## config.mk

```make
export PLATFORM = sky130hd
export DESIGN_NAME = wb_mux_arb
export DESIGN_NICKNAME = d
export VERILOG_FILES = /design/src/rtl/wb_mux_arb.sv
export SDC_FILE = /design/constraint.sdc
export NUM_CORES = 1
export LEC_CHECK = 0
export BUFFER_PORTS_ARGS = -buffer_cell sky130_fd_sc_hd__clkbuf_2
export CORE_MARGIN = 1
export CORE_UTILIZATION = 49
export CTS_BUF_LIST = sky130_fd_sc_hd__clkbuf_4 sky130_fd_sc_hd__clkbuf_8
export DETAILED_ROUTE_END_ITERATION = 8
export PLACE_DENSITY_LB_ADDON = 0.25
export SYNTH_ARGS = -nofsm -noshare
export SYNTH_HDL_FRONTEND = slang
export SYNTH_SLANG_ARGS = --single-unit
export TNS_END_PERCENT = 50
```

## constraint.sdc

```tcl
create_clock -name Clk -period 2.75 [get_ports Clk]
set_clock_uncertainty 0.1 [all_clocks]
set_input_delay 0 -clock Clk [delete_from_list [all_inputs] [get_ports Clk]]
set_output_delay 0 -clock Clk [all_outputs]
set_load 0.02 [all_outputs]
```

## src/rtl/wb_mux_arb.sv

```systemverilog
// Write-back select stage: picks one of NUM_SRC sources by forced select or by
// arbitration, and registers it into a single valid/ready output slot.
module wb_mux_arb #(
    parameter int WIDTH   = 16,
    parameter int NUM_SRC = 4,
    parameter int RR      = 1,
    localparam int SELW   = $clog2(NUM_SRC)
) (
    input  logic                     Clk,
    input  logic                     Reset,
    input  logic [NUM_SRC-1:0]       req,
    input  logic [NUM_SRC*WIDTH-1:0] data,
    input  logic                     force_en,
    input  logic [SELW-1:0]          force_sel,
    output logic [NUM_SRC-1:0]       gnt,
    output logic [WIDTH-1:0]         wData,
    output logic [SELW-1:0]          src_id,
    output logic                     wValid,
    input  logic                     wReady
);

    // Slots beyond NUM_SRC read as zero so a select index never leaves the array.
    localparam int NSLOT = 1 << SELW;

    logic [WIDTH-1:0] src_data [NSLOT];
    logic [NSLOT-1:0] req_pad;

    logic [WIDTH-1:0] wdata_reg;
    logic [SELW-1:0]  src_id_reg;
    logic             wvalid_reg;
    logic [SELW-1:0]  ptr_reg;
    logic [SELW-1:0]  ptr_next;

    logic [SELW-1:0]  win;
    logic [SELW-1:0]  sel;
    logic             found;
    logic             accept;
    logic             load;

    genvar gi;
    generate
        for (gi = 0; gi < NSLOT; gi++) begin : g_slot
            if (gi < NUM_SRC) begin : g_src
                assign src_data[gi] = data[gi*WIDTH +: WIDTH];
                assign req_pad[gi]  = req[gi];
            end else begin : g_pad
                assign src_data[gi] = '0;
                assign req_pad[gi]  = 1'b0;
            end
        end
    endgenerate

    // Search order starts at the pointer in round-robin mode, at 0 otherwise.
    always_comb begin
        found = 1'b0;
        win   = '0;
        for (int k = 0; k < NUM_SRC; k++) begin
            int              j;
            logic [SELW-1:0] idx;
            j = (RR != 0) ? int'(ptr_reg) + k : k;
            if (j >= NUM_SRC) begin
                j = j - NUM_SRC;
            end
            idx = SELW'(j);
            if (!found && req_pad[idx]) begin
                found = 1'b1;
                win   = idx;
            end
        end
    end

    always_comb begin
        accept   = !wvalid_reg || wReady;
        sel      = force_en ? force_sel : win;
        load     = accept && (force_en || found);
        ptr_next = (win == SELW'(NUM_SRC - 1)) ? '0 : win + 1'b1;
        gnt      = '0;
        if (!Reset && load) begin
            gnt = NUM_SRC'(1) << sel;
        end
    end

    always_ff @(posedge Clk or posedge Reset) begin
        if (Reset) begin
            wdata_reg  <= '0;
            src_id_reg <= '0;
            wvalid_reg <= 1'b0;
            ptr_reg    <= '0;
        end else if (accept) begin
            if (load) begin
                wdata_reg  <= src_data[sel];
                src_id_reg <= sel;
                wvalid_reg <= 1'b1;
                // Forced selects leave the fairness pointer untouched.
                if (!force_en) begin
                    ptr_reg <= ptr_next;
                end
            end else begin
                wvalid_reg <= 1'b0;
            end
        end
    end

    assign wData  = wdata_reg;
    assign src_id = src_id_reg;
    assign wValid = wvalid_reg;

endmodule

```

==> impl_metrics.py <==
metrics = {
    "die": {
        "fp.dieW_um": 68.0,
        "die_y_um": 68.0,
        "row_count": 23,
        "die_area_sq_mm": 0.00463,
        "num_io_pins": 97,
        "coreArea_sq_mm": 0.00409,
        "start_util_pct": 52.3,
    },
    "sta": {
        "slew_violations": 0,
        "fin_ws_ns": 0.209,
        "setup_viol": 0,
        "setup_tns_ns": 0,
        "hold_viol_final": 1,
        "grt_setup_unrepaired": "no",
        "fmax_ghz": 0.394,
        "worst_pin_slew_ns": 0.905,
        "post-route-period-util_pct": 92.4,
        "holdWs_ns": -0.00810,
        "max_slew_margin_pct": 39.6,
        "period_minus_slack_ns": 2.54,
    },
    "cts": {
        "cts_buffer_depth": 2,
        "cts-root-buf": "clkbuf_8",
        "h-tree-depth": 1,
        "insertion_delay_ns": 0.27,
        "cts_buffers": 3,
        "cts_sinks": 21,
        "clkTransAtPathRegs_ns": 0.09,
        "cts_tree": "done",
    },
    "synth": {
        "syn_avg_cell_area_sq_um": 8.34,
        "yosys.area.top_type_share_pct": 24.6,
        "synth_cells": 256,
        "async_flop_share_pct": 100,
        "seq_area_frac_synth_pct": 24.6,
        "synth_edf_count": 0,
        "synth.most_common_cell": "nand3_1",
        "synth.area.top_cells": "dfrtp_1, mux2_2, nand3_1, mux4_2, a221oi_1",
        "yosys_warnings": 0,
        "yosysTopAreaCell": "dfrtp_1",
        "ys.flop_type": "dfrtp_1",
        "synth_seq_cells": 21,
        "synthDistinctLibCells": 42,
        "synthTopCellsByCount": "nand3_1, dfrtp_1, nor2_1",
        "synth_area_sq_mm": 0.00214,
        "syn_nets": 330,
    },
    "routing": {
        "drt_iter0_drc": 264,
        "drc": 0,
        "wire_per_inst_um": 17.3,
        "via_count": 2600,
        "viasPerCell": 6.36,
        "dr.pass1.iters": 5,
        "routed_wl_mm": 7.07,
        "ant_nets": 0,
    },
    "global_routing": {
        "grt_busiest_layer": "met2",
        "grt_util_all_layers_pct": 31.2,
        "grt_pass1_wl_mm": 10.9,
        "grt_max_degree": 32,
        "antenna_found_initial": 0,
        "grtUsageMet2_pct": 51.1,
        "use_met3_pct": 3.67,
        "grtUsageMet1_pct": 40.9,
        "overflow": 0,
        "grt_pass1_vias": 2368,
    },
    "worst_setup_path": {
        "crit_end": "gnt[3]",
        "reg2reg_from": "ptr_reg[1]",
        "crit_arrival_ns": 2.44,
        "crit_start": "ptr_reg[1]",
        "cp-start-kind": "flop",
        "critical_path_class": "reg2out",
        "rr_endpoint": "wData[14]",
        "cp_max_fo": 23,
        "end_kind": "primary output",
        "rrSetupSlack_ns": 0.41,
        "r2r_cells": 6,
        "required_ns": 2.65,
    },
    "power_and_ir_drop": {
        "leakagePower_nw": 1.31,
        "ir_worst_vdd_v": 0.000420,
        "power.density_mw_per_mm2": 512,
    },
    "final_layout": {
        "fillers": 354,
        "final_nets": 434,
        "insertedDiodeCount": 0,
        "syn_to_final_growth_pct": 34.7,
        "largest_reg_flops": 16,
        "drive_above_1_share_pct": 38.4,
    },
    "placed_design": {
        "routabilityCongestion": 0.895,
        "portBuffers": 96,
        "place_ws_ns": 0.387,
        "dpl.hpwl_mm": 4.75,
    },
    "run": {
        "max_cap_viol_count": 0,
    },
    "run_status": {
        "violations": "hold timing",
        "status": "finished with violations",
    },
    "min_path": {
        "hp-class": "in2reg",
        "holdPathStages": 3,
    },
}
==> where the power goes <==
group          leakage, nW  total [W]  switching, W  internal [W]
clock network       0.0262   0.000233      0.000119      0.000114
registers            0.237   0.000424     0.0000483      0.000376
logic                 1.05   0.000817      0.000475      0.000342
==> logic make-up (layout without fill, tap and decap cells) <==
family / count (synthesis) / in the layout / share of synthesized area [%]
simple gates: 90 / 90 / 22.3
compound gates: 88 / 88 / 30.1
buf+inv: 32 / 135 / 7.67
mux: 24 / 24 / 14.9
flops: 21 / 21 / 24.6
xor+xnor: 1 / 1 / 0.410
==> worst min-delay path by stage <==
stage	start	to	slack, ns
after floorplan	Reset	ptr_reg[0]	-0.12
after global placement	data[26]	wData[10]	0.15
after detailed placement	data[24]	wData[8]	0.16
after CTS	data[56]	wData[8]	0.0008
after global routing	data[58]	wData[10]	0.009
final	data[44]	wData[12]	-0.008
==> worst max-delay path, stage by stage (launching register included) <==
cell	delay [ns]
dfrtp_1	0.48
mux2i_1	0.23
nor2_1	0.10
or3_2	0.75
nor2_4	0.19
a21oi_1	0.08
nor3_1	0.14
clkbuf_2	0.20
==> cells in the final DEF (no fill, tap or decap), types with 3 or more instances in the layout <==
cell type | netlist | routed
nor2_1 | 21 | 21
a21oi_1 | 13 | 13
o22ai_2 | 4 | 5
mux2i_1 | 6 | 6
buf_4 | 2 | 8
a221o_1 | 9 | 9
and3_1 | 14 | 14
nand2_1 | 9 | 9
dlygate4sd3_1 | 0 | 23
nand3_1 | 26 | 26
clkbuf_2 | 0 | 96
clkbuf_8 | 0 | 3
o21ai_0 | 13 | 13
a21o_1 | 9 | 9
a32o_1 | 4 | 4
a221oi_1 | 11 | 11
nor3_1 | 6 | 6
dfrtp_1 | 21 | 21
mux2_2 | 12 | 12
a31oi_1 | 15 | 15
inv_1 | 3 | 3
mux4_2 | 5 | 5
==> cell type report <==
cell class                      instances  area (sq um)  area share (%)
Timing Repair Buffer                  127           771            26.8
Inverter                                4          15.0           0.522
Clock buffer                            4          48.8            1.70
Tap cell                               50          62.6            2.17
Sequential cell                        21           526            18.3
Multi-Input combinational cell        203          1450            50.5
==> per-layer routing <==
| metal | wire length, um | vias up |
|---|---|---|
| met2 | 3360 | 175 |
| met5 | 0 | - |
| met1 | 2970 | 1200 |
| met4 | 159 | 0 |
| li1 | - | 1203 |
| met3 | 582 | 22 |
==> stage by stage <==
stage / cells / utilization, % / power [W] / instance area, sq um / hold WS (ns)
6_report: 409 / 70.4 / 0.00147 / 2880 / -0.00810
5_1_grt: 409 / 70.4 / 0.00157 / 2880 / 0.00886
4_1_cts: 409 / 70.4 / 0.00146 / 2880 / 0.000797
3_5_place_dp: 382 / 63.5 / 0.00120 / 2600 / 0.159
3_3_place_gp: 382 / 63.5 / 0.00120 / 2600 / 0.147
2_1_floorplan: 256 / - / 0.00101 / 2140 / -0.123
==> what timing repair did <==
| item | 4_1_cts | 5_1_grt |
|---|---|---|
| endpoints found under the setup margin | 0 | 1 |
| hold buffers | 23 | 0 |
| endpoints found under the hold margin | 31 | 0 |
| gates resized for setup | 0 | 1 |
| buffers inserted | 0 | 0 |
No activity file was read; power rests on OpenSTA's default activity.
